[config.mk]
export PLATFORM = sky130hd
export DESIGN_NAME = uart_rx_flat
export DESIGN_NICKNAME = d
export VERILOG_FILES = /design/src/rtl/uart_rx_pkg.sv /design/src/rtl/uart_rx_if.sv /design/src/rtl/uart_rx_sync.sv /design/src/rtl/uart_rx.sv /design/src/flat_wrapper.sv
export SDC_FILE = /design/constraint.sdc
export NUM_CORES = 1
export LEC_CHECK = 0
export ABC_AREA = 1
export BUFFER_PORTS_ARGS = -buffer_cell sky130_fd_sc_hd__buf_2
export CORE_MARGIN = 10
export CORE_UTILIZATION = 50
export CTS_CLUSTER_SIZE = 12
export DETAILED_ROUTE_END_ITERATION = 16
export PLACE_DENSITY = 0.74
export SKIP_LAST_GASP = 1
export SLEW_MARGIN = 20
export SYNTH_ARGS = -nofsm -noshare
export SYNTH_HDL_FRONTEND = slang
export SYNTH_SLANG_ARGS = --single-unit
[constraint.sdc]
create_clock -name clk -period 1.6 [get_ports clk]
set_input_delay 0.08 -clock clk [delete_from_list [all_inputs] [get_ports clk]]
set_output_delay 0.08 -clock clk [all_outputs]
set_load 0.02 [all_outputs]
[src/rtl/uart_rx_pkg.sv]
// Shared UART definitions: FSM encodings and oversampling constants used by
// both the transmitter and this receiver.
package uart_rx_pkg;

  typedef enum logic [1:0] {
    IDLE  = 2'b00,
    START = 2'b01,
    DATA  = 2'b10,
    STOP  = 2'b11
  } uart_state_e;

  localparam int OVERSAMPLE = 16;
  localparam int MID_TICK   = 7;

endpackage

[src/rtl/uart_rx_if.sv]
// Receiver-side bundle: serial line and baud tick in, recovered byte out.
interface uart_rx_if #(
  parameter int WIDTH = 8
);
  logic             s_tick;
  logic             rx;
  logic [WIDTH-1:0] dout;
  logic             rx_done_tick;
  logic             frame_err;

  modport master (
    output s_tick,
    output rx,
    input  dout,
    input  rx_done_tick,
    input  frame_err
  );

  modport slave (
    input  s_tick,
    input  rx,
    output dout,
    output rx_done_tick,
    output frame_err
  );
endinterface

[src/rtl/uart_rx_sync.sv]
// Two-flop synchronizer for an asynchronous single-bit input; both stages
// reset to RESET_VAL so an idle-high line stays idle through reset.
module uart_rx_sync #(
  parameter logic RESET_VAL = 1'b1
) (
  input  logic clk,
  input  logic rst,
  input  logic d,
  output logic q
);
  logic meta_d, meta_q;
  logic sync_d, sync_q;

  always_comb begin
    meta_d = d;
    sync_d = meta_q;
  end

  always_ff @(posedge clk or posedge rst) begin
    if (rst) begin
      meta_q <= RESET_VAL;
      sync_q <= RESET_VAL;
    end else begin
      meta_q <= meta_d;
      sync_q <= sync_d;
    end
  end

  assign q = sync_q;
endmodule

[src/rtl/uart_rx.sv]
// 16x oversampling UART receiver: LSB-first frames of WIDTH data bits, one
// start bit, SB_TICK/16 stop bits, no parity. SB_TICK must be at least 16.
module uart_rx
  import uart_rx_pkg::*;
#(
  parameter int WIDTH   = 8,
  parameter int SB_TICK = 16
) (
  input  logic     clk,
  input  logic     rst,
  uart_rx_if.slave bus
);
  localparam int S_W = $clog2(SB_TICK);
  localparam int N_W = (WIDTH > 1) ? $clog2(WIDTH) : 1;

  localparam logic [S_W-1:0] S_MID      = S_W'(MID_TICK);
  localparam logic [S_W-1:0] S_BIT_END  = S_W'(OVERSAMPLE - 1);
  localparam logic [S_W-1:0] S_STOP_END = S_W'(SB_TICK - 1);
  localparam logic [N_W-1:0] N_LAST     = N_W'(WIDTH - 1);

  logic rx_s;

  uart_rx_sync #(
    .RESET_VAL(1'b1)
  ) u_sync (
    .clk(clk),
    .rst(rst),
    .d  (bus.rx),
    .q  (rx_s)
  );

  uart_state_e      state_d, state_q;
  logic [S_W-1:0]   s_d, s_q;
  logic [N_W-1:0]   n_d, n_q;
  logic [WIDTH-1:0] b_d, b_q;
  logic [WIDTH-1:0] dout_d, dout_q;
  logic             done_d, done_q;
  logic             ferr_d, ferr_q;

  always_comb begin
    state_d = state_q;
    s_d     = s_q;
    n_d     = n_q;
    b_d     = b_q;
    dout_d  = dout_q;
    done_d  = 1'b0;
    ferr_d  = ferr_q;

    unique case (state_q)
      IDLE: begin
        // Start detection is tick-independent so back-to-back frames lose no time.
        if (!rx_s) begin
          state_d = START;
          s_d     = '0;
        end
      end
      START: begin
        if (bus.s_tick) begin
          if (s_q == S_MID) begin
            if (!rx_s) begin
              state_d = DATA;
              s_d     = '0;
              n_d     = '0;
            end else begin
              state_d = IDLE;
            end
          end else begin
            s_d = s_q + 1'b1;
          end
        end
      end
      DATA: begin
        if (bus.s_tick) begin
          if (s_q == S_BIT_END) begin
            s_d = '0;
            b_d = {rx_s, b_q[WIDTH-1:1]};
            if (n_q == N_LAST) begin
              state_d = STOP;
            end else begin
              n_d = n_q + 1'b1;
            end
          end else begin
            s_d = s_q + 1'b1;
          end
        end
      end
      STOP: begin
        if (bus.s_tick) begin
          if (s_q == S_STOP_END) begin
            // A low stop sample still delivers the byte, flagged as a framing error.
            state_d = IDLE;
            dout_d  = b_q;
            ferr_d  = ~rx_s;
            done_d  = 1'b1;
          end else begin
            s_d = s_q + 1'b1;
          end
        end
      end
      default: state_d = IDLE;
    endcase
  end

  always_ff @(posedge clk or posedge rst) begin
    if (rst) begin
      state_q <= IDLE;
      s_q     <= '0;
      n_q     <= '0;
      b_q     <= '0;
      dout_q  <= '0;
      done_q  <= 1'b0;
      ferr_q  <= 1'b0;
    end else begin
      state_q <= state_d;
      s_q     <= s_d;
      n_q     <= n_d;
      b_q     <= b_d;
      dout_q  <= dout_d;
      done_q  <= done_d;
      ferr_q  <= ferr_d;
    end
  end

  assign bus.dout         = dout_q;
  assign bus.rx_done_tick = done_q;
  assign bus.frame_err    = ferr_q;
endmodule
[src/flat_wrapper.sv]
// flat-port wrapper written by rule: the top's interface ports become plain ports
module uart_rx_flat import uart_rx_pkg::*;
#(
  parameter int WIDTH   = 8,
  parameter int SB_TICK = 16
)
  (clk, rst, bus_s_tick, bus_rx, bus_dout, bus_rx_done_tick, bus_frame_err);
  uart_rx_if #(.WIDTH(WIDTH)) bus_i ();
  input  logic clk;
  input  logic rst;
  input wire logic [$bits(bus_i.s_tick)-1:0] bus_s_tick;
  input wire logic [$bits(bus_i.rx)-1:0] bus_rx;
  output wire logic [$bits(bus_i.dout)-1:0] bus_dout;
  output wire logic [$bits(bus_i.rx_done_tick)-1:0] bus_rx_done_tick;
  output wire logic [$bits(bus_i.frame_err)-1:0] bus_frame_err;
  assign bus_i.s_tick = bus_s_tick;
  assign bus_i.rx = bus_rx;
  assign bus_dout = bus_i.dout;
  assign bus_rx_done_tick = bus_i.rx_done_tick;
  assign bus_frame_err = bus_i.frame_err;
  uart_rx #(.WIDTH(WIDTH), .SB_TICK(SB_TICK)) u_core (.clk(clk), .rst(rst), .bus(bus_i));
endmodule
==> results of run 1 <==
-- worst min-delay path, stage by stage --
cell and delay, ns:
buf_2 0.12, nand2_4 0.16, inv_1 0.08
-- repair_timing --
| item | 4_1_cts | 5_1_grt |
|---|---|---|
| resized for setup | 0 | 8 |
| hold buffers | 2 | 0 |
| hold endpoints to repair | 28 | 0 |
| endpoints found under the setup margin | 0 | 18 |
-- Yosys cell counts --
library cell / n / area, um2
inv_2: 2 / 7.51
nor2_1: 9 / 33.8
buf_4: 2 / 15.0
dfrtp_1: 27 / 676
a21oi_2: 1 / 8.76
nor3_4: 1 / 16.3
o21ai_2: 11 / 96.3
inv_1: 23 / 86.3
buf_6: 1 / 11.3
nor2_4: 1 / 11.3
dfstp_2: 2 / 52.6
o21ai_0: 13 / 65.1
nand3_2: 1 / 10.0
a21oi_1: 1 / 5.00
ha_1: 3 / 37.5
nand3_1: 11 / 55.1
nor3_1: 1 / 5.00
nand2_1: 48 / 180
nand2_2: 3 / 18.8
xor2_1: 1 / 8.76
-- worst min path at each step --
stage | endpoint | slack [ns] | depth (start not counted) | start
after global routing | u_core.bus.rx_done_tick$_DFF_PP0_ | 0.15 | 3 | bus_s_tick
final | u_core.bus.rx_done_tick$_DFF_PP0_ | 0.15 | 3 | bus_s_tick
after detailed placement | u_core.bus.dout[5]$_DFFE_PP0P_ | 0.16 | 3 | rst
after floorplan | u_core.u_sync.meta_q$_DFF_PP1_ | 0.08 | 0 | bus_rx
after global placement | u_core.bus.dout[4]$_DFFE_PP0P_ | 0.16 | 3 | rst
after CTS | u_core.bus.rx_done_tick$_DFF_PP0_ | 0.25 | 3 | bus_s_tick
-- per-stage QoR --
step	hold slack (ns)	setup TNS, ns
detailed placement	0.165	0
floorplan	0.0845	0
global placement	0.155	0
finish	0.149	0
global route	0.151	-0.00652
CTS	0.246	0
-- layer usage --
| metal | vias to the layer above | GRT usage (%) | share of wire, % |
|---|---|---|---|
| met4 | 0 | 6.33 | 2.4 |
| met5 | - | 0 | 0 |
| li1 | 550 | - | - |
| met2 | 12 | 18.6 | 53 |
| met1 | 503 | 12.1 | 41 |
| met3 | 7 | 4.08 | 3.1 |
-- cells by family after synthesis --
family	synth area share, %
buf+inv	8.58
compound gates	12.5
fa+ha+maj	2.68
simple gates	23.6
xor+xnor	0.626
flops	52.0
-- layout make-up --
class	count	area, um2	area share, %
Inverter	25	93.8	5.84
Timing Repair Buffer	17	113	7.01
Clock buffer	8	58.8	3.66
Tap cell	31	38.8	2.41
Sequential cell	29	729	45.4
Multi-Input combinational cell	105	573	35.7
-- report_power, final --
part	switching [mW]	internal [mW]	leakage, nW
logic	0.443	0.247	0.443
clock network	0.245	0.217	0.0326
registers	0.145	0.865	0.370
-- registers in the layout (all words and copies together), names as in the netlist, named ones only --
signal                   flops
u_core.bus.rx_done_tick      1
u_core.n_q                   3
u_core.bus.frame_err         1
u_core.u_sync.q              1
u_core.s_q                   4
u_core.state_q               1
u_core.bus.dout              8
u_core.u_sync.meta_q         1
u_core.b_q                   8
==> results.py, run 1 <==
metrics = {
    "grt": {
        "grt_max_degree": 30,
        "grt_pass1_wl_um": 4690,
        "grt_pass1_vias": 1084,
        "grt_overflow": 0,
        "antenna_found_initial": 0,
        "grtUsageTotal_pct": 11.2,
    },
    "sta": {
        "worst_pin_slew_ns": 0.364,
        "rsz0062_at_grt": "yes",
        "fmax_mhz": 674,
        "timing.final.ws_setup_ns": 0.116,
        "setup_viol": 0,
        "post-route-period-util_pct": 92.8,
        "hold_viol": 0,
        "fin_crit_ns": 1.48,
        "slew_headroom_pct": 75.7,
        "finClkSkew_ns": 0.0185,
        "drv_slew": 0,
    },
    "layout": {
        "post-route-util_pct": 59.3,
        "num-nets-final": 190,
        "fin_area_mm2": 0.00161,
        "final_common_cell": "nand2_1",
        "fill_cells": 251,
        "syn_to_final_growth_pct": 14.7,
        "mostFrequentLayoutCells": "nand2_1 (47), dfrtp_1 (26), inv_1 (23), buf_2 (13)",
        "n_antenna_cell": 0,
        "drive_above_1_share_pct": 26.1,
        "stdcell_count": 215,
    },
    "worst_setup_path": {
        "cp_data_arrival_time_ns": 1.69,
        "r2r-start": "u_core.s_q[0]$_DFFE_PP0P_",
        "cp_num_cells": 6,
        "crit_type": "reg -> reg",
        "worstPathCellList": "ha_2 > nand3_2 > nor2_1 > nand2_4 > nand2_1 > o21ai_2",
        "required_ns": 1.80,
        "critPathLaunchType": "flip-flop",
        "cp_max_fo": 19,
        "path_buf_inv": 0,
        "cp-startpoint": "u_core.s_q[0]$_DFFE_PP0P_",
        "worstSetupEndpointType": "flip-flop",
        "crit_family": "simple AND/OR/NAND/NOR gates",
        "r2r-end": "u_core.bus.dout[1]$_DFFE_PP0P_",
        "crit_end": "u_core.bus.dout[1]$_DFFE_PP0P_",
        "rrSetupSlack_ns": 0.12,
        "critPathSlowestCell": "dfrtp_1",
        "worstRegToRegCells": 6,
        "max_stage_delay_ns": 0.40,
    },
    "flow_run": {
        "maxCapViolCount": 0,
    },
    "run_status": {
        "status": "completed",
    },
    "route": {
        "drtIter0Drc": 90,
        "wl_per_cell_um": 12.0,
        "dr.pass1.iters": 4,
        "drc": 0,
        "routed_wl_um": 2590,
        "vias": 1072,
        "postRouteAntennaNets": 0,
        "vias_per_cell": 4.99,
    },
    "placement": {
        "place_hpwl_um": 1870,
        "dp.cells": 205,
        "portBuffers": 13,
        "routabilityCongestion": 0.822,
        "placed_area_mm2": 0.00151,
        "dp_slack_ns": 0.0562,
    },
    "die": {
        "die_h_um": 72.9,
        "design.portCount": 14,
        "start_util_pct": 51.7,
        "core_region_area_mm2": 0.00271,
        "die_x_um": 72.9,
        "rows": 19,
        "fp.dieArea_mm2": 0.00532,
    },
    "clock_network": {
        "root_buffer": "clkbuf_4",
        "cts_inserted_buffers": 5,
        "post_cts_buffers": 0,
        "htree_levels": 2,
        "cts_buffer_depth": 2,
        "cts_tree": "built",
        "clkTransAtPathRegs_ns": 0.10,
        "clock_sinks": 29,
        "clk_latency_ns": 0.33,
    },
    "synthesis": {
        "ys_ff_latch": 29,
        "synth.avg_cell_area_um2": 8.64,
        "synthCells": 162,
        "synth-seq-area-share_pct": 52.0,
        "yosys_warnings": 0,
        "yosysUniqueCellTypes": 20,
        "syn_area_mm2": 0.00140,
        "synth_fp_nets": 169,
    },
    "power": {
        "ir_drop_uv": 1000,
        "p_per_area_mw_per_mm2": 1350,
        "finalPower_mw": 2.16,
        "p_leak_nw": 0.846,
    },
    "hold_path": {
        "min_path_type": "in -> reg",
    },
}
Note: power is estimated with default switching activity, not from simulation.
==> run 2, diff against run 1 <==
--- a/config.mk
+++ b/config.mk
@@ -9,2 +9,3 @@
 export BUFFER_PORTS_ARGS = -buffer_cell sky130_fd_sc_hd__buf_2
+export CAP_MARGIN = 20
 export CORE_MARGIN = 10
@@ -13,2 +14,3 @@
 export DETAILED_ROUTE_END_ITERATION = 16
+export GPL_TIMING_DRIVEN = 0
 export PLACE_DENSITY = 0.74
==> constraint.sdc (replaced) <==
create_clock -name clk -period 1.6 [get_ports clk]
set_input_delay 0.16 -clock clk [delete_from_list [all_inputs] [get_ports clk]]
set_output_delay 0.16 -clock clk [all_outputs]
set_load 0.02 [all_outputs]
==> results.py, run 2 (synthesized netlist as in run 1, its figures left out) <==
metrics = {
    "flow_run": {
        "maxCapViolCount": 0,
    },
    "worst_setup_path": {
        "critPathMostFrequentCell": "inv_2",
        "worstSetupEndpointType": "flip-flop",
        "rrSetupSlack_ns": 0.12,
        "worstRegToRegCells": 6,
        "cp_max_fo": 10,
        "cp_num_cells": 6,
        "r2r-end": "u_core.b_q[4]$_DFFE_PP0P_",
        "crit_end": "u_core.b_q[4]$_DFFE_PP0P_",
        "required_ns": 1.81,
        "cp_data_arrival_time_ns": 1.69,
        "crit_type": "reg -> reg",
        "critPathLaunchType": "flip-flop",
        "max_stage_delay_ns": 0.47,
        "crit_family": "flip-flops",
        "worstPathCellList": "inv_2 > nor2_4 > inv_2 > nor3_4 > buf_6 > o21ai_0",
        "critPathSlowestCell": "dfrtp_1",
        "path_buf_inv": 3,
    },
    "sta": {
        "finClkSkew_ns": 0.00528,
        "fmax_mhz": 677,
        "slew_headroom_pct": 61.0,
        "drv_slew": 0,
        "whs_ns": 0.217,
        "rsz0062_at_grt": "yes",
        "fin_crit_ns": 1.48,
        "worst_pin_slew_ns": 0.584,
        "post-route-period-util_pct": 92.4,
        "hold_viol": 0,
        "finalSetupTns_ns": 0,
        "setup_viol": 0,
    },
    "grt": {
        "grt_max_degree": 30,
        "grt_pass1_vias": 1108,
        "grt_overflow": 0,
        "grt_pass1_wl_um": 4660,
        "antenna_found_initial": 0,
        "grtUsageTotal_pct": 11.3,
    },
    "clock_network": {
        "clock_sinks": 29,
        "root_buffer": "clkbuf_4",
        "htree_levels": 2,
        "cts_tree": "built",
        "clkTransAtPathRegs_ns": 0.10,
        "cts_inserted_buffers": 5,
        "clk_latency_ns": 0.33,
        "cts_buffer_depth": 2,
    },
    "die": {
        "core_region_area_mm2": 0.00271,
        "fp.dieArea_mm2": 0.00532,
        "start_util_pct": 51.7,
        "rows": 19,
        "design.portCount": 14,
        "die_h_um": 72.9,
        "die_x_um": 72.9,
    },
    "hold_path": {
        "min_path_type": "in -> reg",
    },
    "route": {
        "dr.pass1.iters": 4,
        "drtIter0Drc": 79,
        "vias": 1094,
        "wl_per_cell_um": 12.2,
        "vias_per_cell": 5.02,
        "routed_wl_um": 2660,
        "postRouteAntennaNets": 0,
        "drc": 0,
    },
    "layout": {
        "fill_cells": 255,
        "final_common_cell": "nand2_1",
        "num-nets-final": 193,
        "drive_above_1_share_pct": 27.3,
        "syn_to_final_growth_pct": 17.9,
        "post-route-util_pct": 60.9,
        "n_antenna_cell": 0,
        "mostFrequentLayoutCells": "nand2_1 (48), dfrtp_1 (27), inv_1 (22), buf_2 (13), o21ai_0 (12)",
    },
    "run_status": {
        "status": "completed",
    },
    "placement": {
        "portBuffers": 13,
        "place_hpwl_um": 1910,
        "routabilityCongestion": 0.830,
    },
    "power": {
        "ir_drop_uv": 982,
        "p_leak_nw": 0.865,
        "p_per_area_mw_per_mm2": 1440,
    },
}
[run 2: changes by cell type in the layout (fill, tap and decap cells not counted), sizes merged]
cell | previous run | this run
buf | 15 | 18
clkinvlp | 0 | 1
bufinv | 0 | 1
clkbuf | 8 | 6
[run 2: repair_timing]
item	CTS	global route
hold buffers	1	1
gates resized for setup	0	4
setup endpoints to repair	0	22
endpoints found under the hold margin	1	27
buffers inserted	0	2
[run 2: how the worst min path moves through the flow]
stage	start	end	slack (ns)	cells after the start
finish	bus_s_tick	u_core.bus.dout[7]$_DFFE_PP0P_	0.22	4
global route	bus_s_tick	u_core.bus.dout[7]$_DFFE_PP0P_	0.21	4
CTS	rst	u_core.b_q[1]$_DFFE_PP0P_	0.09	2
detailed placement	bus_rx	u_core.u_sync.meta_q$_DFF_PP1_	0.27	1
global placement	bus_rx	u_core.u_sync.meta_q$_DFF_PP1_	0.26	1
floorplan	bus_rx	u_core.u_sync.meta_q$_DFF_PP1_	0.16	0
[run 2: power by group]
part / total [mW] / internal (mW) / switching, mW
clock: 0.639 / 0.371 / 0.268
sequential: 0.974 / 0.862 / 0.112
combinational: 0.761 / 0.274 / 0.487
total: 2.37 / 1.51 / 0.867
[run 2: area by class of cell]
class	count	area, um2	area share (%)
sequential	29	728	44.1
multi-input combinational	105	562	34.0
timing repair buffer	17	113	6.82
inverter	25	93.8	5.69
clock buffer	6	51.3	3.11
tap	31	38.8	2.35
clock inverter	2	37.5	2.27
buffer	3	26.3	1.59
[run 2: tightest hold or removal path, delay by kind of cell]
kind                   cells  cell delay [ns]
and+or+nand+nor            2             0.21
AOI/OAI and AO/OA          1             0.05
buffers and inverters      1             0.09
[run 2: through the flow]
stage	power (mW)	worst slack (ns)	std cells	area, um2
after global routing	2.57	-0.0106	218	1650
after global placement	1.63	0.101	206	1500
after CTS	2.33	0.0574	215	1600
final	2.37	0.122	218	1650
after floorplan	1.53	0.251	162	1400
after detailed placement	1.68	0.0662	206	1500
[run 2: layer usage]
| metal | track usage (%) | vias up | part of all wire [%] |
|---|---|---|---|
| li1 | - | 556 | - |
| met1 | 11.1 | 517 | 43 |
| met2 | 19.7 | 15 | 51 |
| met3 | 4.35 | 6 | 4.3 |
| met4 | 6.33 | 0 | 1.8 |
| met5 | 0 | - | 0 |
==> run 3, diff against run 2 <==
Settings changed: CAP_MARGIN 20 to not set.
Clock period 1.6 ns to 1.4 ns, I/O delays scaled along.
==> results.py, run 3 (synthesized netlist as in run 1, its figures left out) <==
metrics = {
    "run_status": {
        "status": "finished with violations",
        "violations": "negative setup slack",
    },
    "power": {
        "intPower_mw": 1.80,
        "swShare_pct": 37.7,
        "clock_power_share_pct": 25.6,
        "switching_power_mw": 1.09,
        "p_per_area_mw_per_mm2": 1640,
        "seqPwrFrac_pct": 39.3,
        "comb_power_share_pct": 35.0,
        "ir_drop_uv": 1140,
        "p_leak_nw": 0.908,
    },
    "clock_network": {
        "cts_tree": "built",
        "clkTransAtPathRegs_ns": 0.10,
        "htree_levels": 2,
        "clock_sinks": 29,
        "cts_buffer_depth": 2,
        "root_buffer": "clkbuf_4",
        "cts_inserted_buffers": 5,
        "clk_latency_ns": 0.33,
    },
    "layout": {
        "num-nets-final": 200,
        "final_common_cell": "nand2_1",
        "n_antenna_cell": 0,
        "drive_above_1_share_pct": 35.1,
        "regArea_um2": 729,
        "fin_area_mm2": 0.00176,
        "multiInputGateArea_um2": 613,
        "syn_to_final_growth_pct": 25.6,
        "mostFrequentLayoutCells": "nand2_1 (44), dfrtp_1 (26), inv_1 (20), buf_2 (13)",
        "fill_cells": 235,
    },
    "worst_setup_path": {
        "worstPathCellList": "buf_4 > nor2_4 > inv_2 > nor3_4 > buf_6 > o21ai_0",
        "required_ns": 1.62,
        "r2r-start": "u_core.state_q[0]$_DFFE_PP0P_",
        "path_buf_inv": 3,
        "critPathSlowestCell": "dfrtp_1",
        "critPathLaunchType": "flip-flop",
        "cp_max_fo": 10,
        "rrSetupSlack_ns": -0.06,
        "cp_num_cells": 6,
        "crit_family": "buffers and inverters",
        "cp-startpoint": "u_core.state_q[0]$_DFFE_PP0P_",
        "cp_data_arrival_time_ns": 1.67,
        "crit_type": "reg -> reg",
        "worstSetupEndpointType": "flip-flop",
        "worstRegToRegCells": 6,
        "max_stage_delay_ns": 0.38,
    },
    "die": {
        "die_x_um": 72.9,
        "start_util_pct": 51.7,
        "fp.dieArea_mm2": 0.00532,
        "die_h_um": 72.9,
        "core_region_area_mm2": 0.00271,
        "design.portCount": 14,
        "rows": 19,
    },
    "sta": {
        "hold_viol": 0,
        "slew_headroom_pct": 60.7,
        "rsz0062_at_grt": "yes",
        "drv_slew": 0,
        "finalSetupTns_ns": -0.292,
        "post-route-period-util_pct": 104,
        "timing.final.ws_setup_ns": -0.0566,
        "finClkSkew_ns": 0.00393,
        "fmax_mhz": 687,
        "fin_crit_ns": 1.46,
        "setup_viol": 8,
        "worst_pin_slew_ns": 0.589,
    },
    "grt": {
        "grtUsageTotal_pct": 12.0,
        "grt_pass1_vias": 1166,
        "antenna_found_initial": 0,
        "grt_overflow": 0,
        "grt_max_degree": 30,
        "grt_pass1_wl_um": 4950,
    },
    "route": {
        "drt-met1-wl_um": 1190,
        "vias_per_cell": 5.18,
        "vias": 1166,
        "dr.pass1.iters": 4,
        "dr_wl_met3_um": 134,
        "postRouteAntennaNets": 0,
        "drtIter0Drc": 92,
        "dr_wl_met2_um": 1500,
        "routed_wl_um": 2880,
        "drc": 0,
        "wl_per_cell_um": 12.8,
        "top_layer": "met4",
    },
    "placement": {
        "placed_area_mm2": 0.00150,
        "dp_slack_ns": -0.134,
        "portBuffers": 13,
        "place_hpwl_um": 1910,
        "routabilityCongestion": 0.830,
    },
    "hold_path": {
        "whs_path_depth": 4,
        "min_from": "bus_s_tick",
        "min_path_type": "in -> reg",
    },
    "flow_run": {
        "maxCapViolCount": 0,
    },
}
==> run 3: cell types whose count changed in the layout (fill, tap and decap cells not counted), sizes merged <==
cell,previous run,this run
buf,18,25
==> run 3: final timing paths <==
path / to
worst max-delay path: u_core.b_q[4]$_DFFE_PP0P_
worst min-delay path: u_core.bus.rx_done_tick$_DFF_PP0_
worst max register to register: u_core.b_q[4]$_DFFE_PP0P_
worst min register to register: u_core.u_sync.q$_DFF_PP1_
max in group asynchronous: asynchronous set/reset pin
min in group asynchronous: u_core.b_q[3]$_DFFE_PP0P_
==> run 3: repair_timing <==
item,in CTS,in global routing
setup buffers,5,4
hold endpoints to repair,1,27
pin swaps,2,2
hold buffers,1,1
resized for setup,7,12
endpoints found under the setup margin,27,26
==> run 3: metrics by stage <==
stage / hold slack (ns) / power (mW) / utilization (%) / instances
3_5_place_dp: 0.246 / 1.92 / 55.5 / 206
2_1_floorplan: 0.144 / 1.75 / - / 162
6_report: 0.259 / 2.89 / 64.9 / 225
4_1_cts: 0.0709 / 2.74 / 61.9 / 220
5_1_grt: 0.260 / 3.10 / 64.9 / 225
3_3_place_gp: 0.245 / 1.87 / 55.5 / 206
==> run 3: cell type report <==
class	count	area share [%]
Timing Repair Buffer	24	9.39
Clock inverter	2	2.13
Inverter	25	5.33
Clock buffer	6	2.92
Multi-Input combinational cell	105	34.9
Sequential cell	29	41.5
Tap cell	31	2.20
Buffer	3	1.71
==> run 3: routing by layer <==
layer  vias to the layer above  GRT usage [%]
met1                       559           12.0
li1                        572              -
met3                         6           4.35
met5                         -              0
met2                        29           20.9
met4                         0           6.54
==> run 3: power by group through the flow <==
stage / clock, mW / combinational, mW / sequential [mW]
detailed placement: 0 / 0.796 / 1.13
finish: 0.740 / 1.01 / 1.14
CTS: 0.751 / 0.869 / 1.12
floorplan: 0 / 0.641 / 1.11
global placement: 0 / 0.750 / 1.12
global route: 0.789 / 1.15 / 1.15
==> run 3: worst min-delay path, stage by stage <==
cell,delay [ns]
buf_2,0.09
nand2_2,0.10
buf_6,0.18
inv_1,0.05
